`src/rtl/sprite_arb_pkg.sv`:
```
// sprite_arb_pkg: shared types and default widths for the sprite frame RAM arbiter.
// Optional build macro used by this slice: SPRITE_ARB_FIXED_PRIO_EN (see sprite_rom_arbiter).
package sprite_arb_pkg;

  // Arbiter FSM: wait for a request, or stream one burst of addresses.
  typedef enum logic [0:0] {
    IDLE  = 1'b0,
    BURST = 1'b1
  } state_t;

  // Default widths matching the 2500-entry, 5-bit palette-index frame RAM.
  localparam int ADDR_W = 19;
  localparam int DATA_W = 5;
  localparam int LEN_W  = 6;

  // One sprite row, the typical burst a draw engine asks for.
  localparam int SPRITE_ROW_LEN = 50;

endpackage

```
`src/rtl/sprite_rr_picker.sv`:
```
// sprite_rr_picker: combinational rotating-priority picker.
// Scans req starting at ptr and wrapping modulo N; the first set bit wins.
// With ptr tied to zero it degenerates to fixed lowest-index priority.
module sprite_rr_picker #(
  parameter int N   = 4,
  parameter int IDW = $clog2(N)
) (
  input  logic [N-1:0]   req,
  input  logic [IDW-1:0] ptr,
  output logic [N-1:0]   grant,
  output logic [IDW-1:0] idx,
  output logic           any
);
  import sprite_arb_pkg::*;

  // Rotating scan from ptr; only the first hit is recorded.
  always_comb begin
    int p;
    grant = '0;
    idx   = '0;
    any   = 1'b0;
    p     = 0;
    for (int k = 0; k < N; k++) begin
      p = int'(ptr) + k;
      if (p >= N) p = p - N;
      if (!any && req[p]) begin
        any      = 1'b1;
        grant[p] = 1'b1;
        idx      = IDW'(p);
      end
    end
  end

endmodule

```
`src/rtl/sprite_rom_arbiter.sv`:
```
// sprite_rom_arbiter: shares one frame RAM read port between NUM_REQ sprite clients.
// Grants whole bursts, streams consecutive addresses, and tags returned pixels.
// Build option: define SPRITE_ARB_FIXED_PRIO_EN for fixed lowest-index priority
// (no rotating pointer); default build is round-robin.
module sprite_rom_arbiter #(
  parameter int NUM_REQ = 4,
  parameter int ADDR_W  = sprite_arb_pkg::ADDR_W,
  parameter int DATA_W  = sprite_arb_pkg::DATA_W,
  parameter int LEN_W   = sprite_arb_pkg::LEN_W,
  parameter int IDW     = $clog2(NUM_REQ)
) (
  input  logic                      Clk,
  input  logic                      Reset_n,
  input  logic [NUM_REQ-1:0]        req,
  input  logic [NUM_REQ*ADDR_W-1:0] req_addr,
  input  logic [NUM_REQ*LEN_W-1:0]  req_len,
  output logic [NUM_REQ-1:0]        ack,
  output logic                      busy,
  output logic [ADDR_W-1:0]         rom_read_address,
  input  logic [DATA_W-1:0]         rom_data_Out,
  output logic                      rd_valid,
  output logic [DATA_W-1:0]         rd_data,
  output logic [IDW-1:0]            rd_id,
  output logic                      rd_last
);
  import sprite_arb_pkg::*;

  state_t             state;
  logic [IDW-1:0]     owner;
  logic [ADDR_W-1:0]  base;
  logic [LEN_W-1:0]   len;
  logic [LEN_W-1:0]   beat;

  logic [IDW-1:0]     ptr;
  logic [NUM_REQ-1:0] grant;
  logic [IDW-1:0]     win;
  logic               any;

  logic [ADDR_W-1:0]  sel_addr;
  logic [LEN_W-1:0]   sel_len;
  logic [LEN_W-1:0]   eff_len;
  logic               issue;
  logic               last;

  sprite_rr_picker #(
    .N   (NUM_REQ),
    .IDW (IDW)
  ) u_picker (
    .req   (req),
    .ptr   (ptr),
    .grant (grant),
    .idx   (win),
    .any   (any)
  );

`ifdef SPRITE_ARB_FIXED_PRIO_EN
  assign ptr = '0;
`else
  logic [IDW-1:0] rr_ptr;
  assign ptr = rr_ptr;

  // Rotate priority to the client just after the one granted.
  always_ff @(posedge Clk) begin
    if (!Reset_n) begin
      rr_ptr <= '0;
    end else if (state == IDLE && any) begin
      rr_ptr <= (win == IDW'(NUM_REQ - 1)) ? '0 : win + IDW'(1);
    end
  end
`endif

  // Winner's request fields; a zero length still fetches one beat.
  assign sel_addr = req_addr[win*ADDR_W +: ADDR_W];
  assign sel_len  = req_len[win*LEN_W +: LEN_W];
  assign eff_len  = (sel_len == '0) ? LEN_W'(1) : sel_len;

  // Every BURST cycle presents a valid address; the final beat ends the burst.
  assign issue   = (state == BURST);
  assign last    = issue && (beat == len - LEN_W'(1));
  assign busy    = issue;
  assign rd_data = rom_data_Out;

  // Arbitration and address sequencing; the return to IDLE after the final
  // beat is the bubble that lets the owner drop req before re-arbitration.
  always_ff @(posedge Clk) begin
    if (!Reset_n) begin
      state            <= IDLE;
      ack              <= '0;
      rom_read_address <= '0;
      owner            <= '0;
      base             <= '0;
      len              <= '0;
      beat             <= '0;
    end else begin
      ack <= '0;
      case (state)
        IDLE: begin
          if (any) begin
            owner            <= win;
            base             <= sel_addr;
            len              <= eff_len;
            beat             <= '0;
            rom_read_address <= sel_addr;
            ack              <= grant;
            state            <= BURST;
          end
        end
        BURST: begin
          if (last) begin
            state <= IDLE;
          end else begin
            beat             <= beat + LEN_W'(1);
            rom_read_address <= base + ADDR_W'(beat) + ADDR_W'(1);
          end
        end
        default: state <= IDLE;
      endcase
    end
  end

  // Delay the beat tags one edge to line up with the RAM's registered data.
  always_ff @(posedge Clk) begin
    if (!Reset_n) begin
      rd_valid <= 1'b0;
      rd_id    <= '0;
      rd_last  <= 1'b0;
    end else begin
      rd_valid <= issue;
      rd_id    <= owner;
      rd_last  <= last;
    end
  end

endmodule

```
`config.mk`:
```
export PLATFORM = sky130hd
export DESIGN_NAME = sprite_rom_arbiter
export DESIGN_NICKNAME = d
export VERILOG_FILES = /design/src/rtl/sprite_arb_pkg.sv /design/src/rtl/sprite_rr_picker.sv /design/src/rtl/sprite_rom_arbiter.sv
export SDC_FILE = /design/constraint.sdc
export NUM_CORES = 1
export LEC_CHECK = 0
export CAP_MARGIN = 20
export CORE_MARGIN = 2
export CORE_UTILIZATION = 40
export DETAILED_ROUTE_END_ITERATION = 12
export PLACE_DENSITY_LB_ADDON = 0.2
export SLEW_MARGIN = 20
export SYNTH_ARGS = -nofsm -noshare
export SYNTH_HDL_FRONTEND = slang
export SYNTH_SLANG_ARGS = --single-unit
```
`constraint.sdc`:
```
create_clock -name Clk -period 4.5 [get_ports Clk]
set_input_delay 0.9 -clock Clk [delete_from_list [all_inputs] [get_ports Clk]]
set_output_delay 0.9 -clock Clk [all_outputs]
set_load 0.05 [all_outputs]
```
# Yosys cells after proc, flatten, opt, wreduce, memory -nomap -nowiden
# Index checks and enable logic that the tools add are counted.
classes:
  n_reduce_logical: 16
  n_addsub: 12
  eq_ne: 4
  n_bitwise: 6
  mul: 2
  muxes: 47
  shifts: 2
  n_lt_le_gt_ge: 12
ops:
  columns: ["op", "n"]
  rows:
  - ["greater-or-equal comparator 32 x 1 -> 1 bit, second input constant", 4]
  - ["less-than comparator 32 x 4 -> 1 bit, second input constant", 4]
  - ["2-to-1 mux 32 bit", 4]
  - ["greater-or-equal comparator 32 x 4 -> 1 bit, second input constant", 3]
  - ["subtractor 32 x 4 -> 32 bit, second input constant", 3]
  - ["variable part select 76 x 8 -> 19 bit", 1]
  - ["2-to-1 mux 19 bit", 2]
  - ["case mux 19 bit (2 select lines)", 1]
  - ["variable part select 24 x 6 -> 6 bit", 1]
  - ["adder 19 x 1 -> 19 bit, second input constant", 1]
  - ["adder 19 x 6 -> 19 bit", 1]
  - ["2-to-1 mux 1 bit", 18]
  - ["2-to-1 mux 6 bit", 3]
  - ["2-to-1 mux 4 bit", 4]
  - ["bitwise OR 4 bit", 3]
  - ["case mux 6 bit (2 select lines)", 1]
  - ["2-to-1 mux 2 bit", 5]
  - ["logical AND 1 bit", 9]
  - ["binary-select mux 1 bit (select 2 bit)", 4]
  - ["demux 1 bit (select 2 bit)", 4]
  - ["multiplier 2 x 5 -> 7 bit, second input constant", 1]
  - ["adder 2 x 2 -> 3 bit, second input constant", 2]
  - ["adder 6 x 1 -> 6 bit, second input constant", 1]
  - ["equality test 6 bit", 1]
  - ["other kinds (14)", 20]
totals:
  output_inout_bits: 33
  input_bits: 111
  ff_bits: 63

# Longest topological paths before layout
logic_depth:
  word_depth: 19
  mapped_depth: 13
  ltp_nobuf: 10

# Cells and area by module
# Synthesis repeated with hierarchy kept, for this count alone.
unflattened:
  cells_unflattened: 466
  hier_area_um2: 4199.0
by_module_without_submodules:
  columns: ["mod", "area_each_um2", "cells_each", "instances"]
  rows:
  - ["sprite_rom_arbiter", 3738.6, 418, 1]
  - ["sprite_rr_picker", 460.4, 48, 1]

# Least setup slack after synthesis
# Ideal clock, no wire load.
synth_path:
  kind: "register to register"
  startpoint: "register rr_ptr[1] (netlist: ptr[1])"
  endpoint: "register len[0]"
  t_required_ns: 4.426
  synth_period_minus_slack_ns: 3.414
  setup_ns: 0.074
  path_buffers: 3
  t_arrival_ns: 3.340
  path_stages_with_launch: 13
  slack_ns: 1.086
  path_cell_list: "dfxtp_1 clkbuf_1 inv_1 ha_1 buf_6 or3b_4 a2111oi_4 nor3_2 a21oi_4 buf_6 mux4_2 or4b_1 a31oi_1"
synth_via:
  elab_chain_cells: 19
  elab_cells_between_ends: 46
synth_rtl:
  columns: ["item", "line_no", "rtl"]
  rows:
  - ["start, declared", "sprite_rom_arbiter.sv:59", "logic [IDW-1:0] rr_ptr;"]
  - ["start signal, assigned", "sprite_rom_arbiter.sv:67", "rr_ptr <= (win == IDW'(NUM_REQ - 1)) ? '0 : win + IDW'(1);"]
  - ["parallel branches: the longest is 19 deep, another holds subtractor 32 x 4 -> 32 bit", null, null]
  - ["end signal, assigned", "sprite_rom_arbiter.sv:101", "len <= eff_len;"]
  - ["end, declared", "sprite_rom_arbiter.sv:31", "logic [LEN_W-1:0] len;"]
# Parallel ways; which one is timed is not known. The select of a mux whose other input is x is not followed.
# A chain may end at the register's enable or synchronous reset.

# Worst setup path after layout
layout_path:
  startpoint: "input req[2]"
  endpoint: "register rom_read_address[2]"
layout_via:
  elab_chain_cells: 17
  elab_cells_between_ends: 32
layout_rtl:
  columns: ["item", "line_no", "rtl"]
  rows:
  - ["start, declared", "sprite_rom_arbiter.sv:14", "input logic [NUM_REQ-1:0] req,"]
  - ["binary-select mux 1 bit (select 2 bit)", "sprite_rr_picker.sv:26", "if (!any && req[p]) begin"]
  - ["2-to-1 mux 1 bit (not written as such) (2 in a row)", "sprite_rr_picker.sv:26", null]
  - ["2-to-1 mux 1 bit", "sprite_rr_picker.sv:26", null]
  - ["zero test 1 bit", "sprite_rr_picker.sv:26", null]
  - ["logical AND 1 bit", "sprite_rr_picker.sv:26", null]
  - ["2-to-1 mux 1 bit", "sprite_rr_picker.sv:26", null]
  - ["zero test 1 bit", "sprite_rr_picker.sv:26", null]
  - ["logical AND 1 bit", "sprite_rr_picker.sv:26", null]
  - ["2-to-1 mux 1 bit", "sprite_rr_picker.sv:26", null]
  - ["zero test 1 bit", "sprite_rr_picker.sv:26", null]
  - ["logical AND 1 bit", "sprite_rr_picker.sv:26", null]
  - ["2-to-1 mux 2 bit", "sprite_rr_picker.sv:26", null]
  - ["multiplier 2 x 5 -> 7 bit", "sprite_rom_arbiter.sv:73", "assign sel_addr = req_addr[win*ADDR_W +: ADDR_W];"]
  - ["variable part select 76 x 8 -> 19 bit", "sprite_rom_arbiter.sv:73", null]
  - ["2-to-1 mux 19 bit", "sprite_rom_arbiter.sv:98", "if (any) begin"]
  - ["case mux 19 bit (2 select lines)", "sprite_rom_arbiter.sv:96", "case (state)"]
  - ["end signal, assigned", "sprite_rom_arbiter.sv:103", "rom_read_address <= sel_addr;"]
  - ["end signal, assigned", "sprite_rom_arbiter.sv:113", "rom_read_address <= base + ADDR_W'(beat) + ADDR_W'(1);"]
  - ["end, declared", "sprite_rom_arbiter.sv:19", "output logic [ADDR_W-1:0] rom_read_address,"]
# Several ways; a longest one is shown, not always the timed one. The select of a mux whose other input is x is not followed.

==> out/metrics.cfg <==
[cts]
clk_pin_slew_ns = 0.07
hold_buffers = 0
root_buffer = clkbuf_8
numCtsBuffers = 9
cts.sinks = 63
cts_tree = done
postCtsSetupBuffers = 0
htree_levels = 3
cts-resized-gates = 0
clock_latency_ns = 0.34
clockBufferDepth = 2

[critical_path]
r2r_slack_ns = 0.99
critPathMaxFanout = 12
slowest_stage = clkdlybuf4s50_1
reg2reg_from = ptr[1]$_SDFFE_PN0P_
crit_end = rom_read_address[2]$_SDFFE_PN0P_
critPathMaxStageDelay_ns = 0.71
worstPathCellList = clkdlybuf4s50_1 -> or3b_4 -> a2111oi_4 -> nor3_2 -> a21oi_4 -> buf_4 -> mux2_1 -> a222oi_1 -> a21oi_1
ff2ff_path_depth = 10
startpoint = req[2]
start_kind = input pin
crit_arrival_ns = 3.98
critical_path_class = in2reg
endpoint_kind = register
crit_required_ns = 4.68
r2r_end = rom_read_address[2]$_SDFFE_PN0P_

[global_route]
overflow = 0
grt.total_usage = 0.220
grt_max_degree = 27
antenna_found_initial = 0
grt_pass1_wl_mm = 20.6
first_global_vias = 4278

[routing]
drt-pass1-iter-count = 4
drt_iter0_drc = 237
dr_total_vias = 4255
drt_wl_total_mm = 12.7
routed_via_density = 5.55
wl_per_cell_microns = 16.6
ant_nets = 0
drc_errors = 0

[synthesis]
synthArstFlopShare = 0
ys_seq_area_frac = 0.285
synth_edf_count = 0
synth-main-ff-cell = dfxtp_1
ys_ff_latch = 63
synth_warnings = 0
synth_cells = 503
syn-num-nets = 631
syn_avg_cell_area_sq_um = 8.79
syn_area_sq_mm = 0.00442
synth.distinct_cells = 65

[cells_and_area]
diodes = 0
layout.nets = 750
drive_gt1_frac = 0.0941
syn_to_final_growth_pct = 36.1

[placed_design]
place_hpwl_mm = 9.64
port_buffers = 133
place_congestion = 0.879

[timing]
tns_ns = 0
min_period_ns = 3.80
hold_slack_ns = 0.458
setup_viol = 0
min_period_over_period = 0.844
maxSlewHeadroom = 0.407
hold_viol = 0
tightest_slew_ns = 0.889
grt_setup_unrepaired = no
max_clock_freq_ghz = 0.263
skew_ns = 0.00626
final_max_slew_viol_count = 0

[die]
io_pins = 144
rows = 38
die-area_sq_mm = 0.0119
floorplan.initialDensity = 0.410
die_h_microns = 109
core_area_sq_mm = 0.0108
die_w_microns = 109

[pwr]
leakage_nw = 2.30
peakVddDrop_mv = 0.232
power_per_cell_area_mw_per_mm2 = 554

[flow_run]
cap_violations = 0

[worst_hold_path]
hold_start = owner[0]$_SDFFE_PN0P_
hold_path.class = reg2reg

[run_status]
status = completed

cell type report:
| type | count | area, sq um |
|---|---|---|
| clock buffers | 12 | 145 |
| clock inverters | 4 | 45.0 |
| fillers | 979 | 4770 |
| inverters | 16 | 60.1 |
| multi-input cells | 385 | 2900 |
| flip-flops and latches | 63 | 1260 |
| well taps | 140 | 175 |
| repair buffers | 147 | 1440 |
layer usage:
layer / up-vias / track usage / part of all wire
li1: 2086 / - / -
met1: 2015 / 0.266 / 0.41
met2: 140 / 0.391 / 0.50
met3: 14 / 0.0562 / 0.074
met4: 0 / 0.0513 / 0.010
met5: - / 0 / 0
cells in the mapped netlist, drive strengths merged, types with 4 or more instances:
cell | instances | area, sq um
xnor2 | 15 | 131
and2 | 5 | 31.3
mux4 | 5 | 113
nand2 | 25 | 93.8
o211ai | 10 | 103
xor2 | 8 | 70.1
nor3 | 6 | 35.0
a221oi | 5 | 43.8
clkbuf | 20 | 75.1
and3 | 4 | 25.0
nand3 | 46 | 230
o21ai | 39 | 195
nand2b | 5 | 38.8
buf | 19 | 140
ha | 16 | 200
nor2b | 6 | 40.0
mux2i | 45 | 450
dfxtp | 63 | 1260
a21oi | 29 | 156
a211oi | 7 | 52.6
a22oi | 5 | 37.5
inv | 16 | 60.1
nor2 | 29 | 109
mux2 | 23 | 259
a21o | 5 | 37.5
per-stage QoR:
step | utilization | cell area (sq um) | total power [mW] | std cells | worst slack, ns
final | 0.558 | 6020 | 3.34 | 767 | 0.701
after global routing | 0.558 | 6020 | 3.55 | 767 | 0.461
after CTS | 0.558 | 6020 | 3.35 | 767 | 0.685
after detailed placement | 0.540 | 5830 | 2.86 | 751 | 0.339
after global placement | 0.540 | 5830 | 2.82 | 751 | 0.461
after floorplan | - | 4420 | 2.36 | 503 | 1.09
layout by cell type (no fill, tap or decap), types with 4 or more instances in the layout:
master           instances
nor2b_1                  5
nand3_1                 46
buf_4                   14
o21ai_0                 14
mux2_2                  11
clkdlybuf4s50_1        133
nand2b_1                 4
nor3_1                   5
a221oi_1                 5
o21ai_1                 25
mux4_2                   5
ha_1                    16
xnor2_1                 15
a211oi_1                 7
dfxtp_1                 63
nor2_1                  29
a21o_1                   5
inv_1                   14
nand2_1                 25
a22oi_1                  5
and2_1                   5
clkbuf_8                10
mux2i_1                 45
o211ai_1                 8
mux2_1                  12
and3_1                   4
xor2_1                   8
a21oi_1                 27
sequential cells by signal (all words and copies together) (netlist names), 2 cells and up:
register          cells
rd_id                 2
beat                  6
rom_read_address     19
owner                 2
base                 19
ptr                   2
ack                   4
len                   6
power by group:
group          internal (mW)  switching, mW
sequential             0.720          0.119
clock                  0.269          0.215
combinational          0.895           1.12
kinds of logic after synthesis:
group / share of synthesized area
buffers and inverters: 0.0623
DFF: 0.285
xor gates and xnor gates: 0.0456
adders and majority gates: 0.0498
and+or+nand+nor: 0.168
AOI/OAI and AO/OA: 0.203
muxes: 0.186
worst min path at each step:
stage                       endpoint  cells after the start
2_1_floorplan    rd_id[1]$_SDFF_PN0_                      1
3_3_place_gp     rd_id[0]$_SDFF_PN0_                      1
3_5_place_dp     rd_id[0]$_SDFF_PN0_                      1
4_1_cts        owner[1]$_SDFFE_PN0P_                      2
5_1_grt        owner[1]$_SDFFE_PN0P_                      2
6_report         rd_id[0]$_SDFF_PN0_                      1
worst max-delay path, delay by kind of cell:
kind | cells | cell delay [ns]
multiplexers | 1 | 0.37
AO/OA/AOI/OAI | 4 | 1.13
AND/OR/NAND/NOR | 2 | 0.56
buffers and inverters | 2 | 1.01
Note: power is estimated with default switching activity, not from simulation.
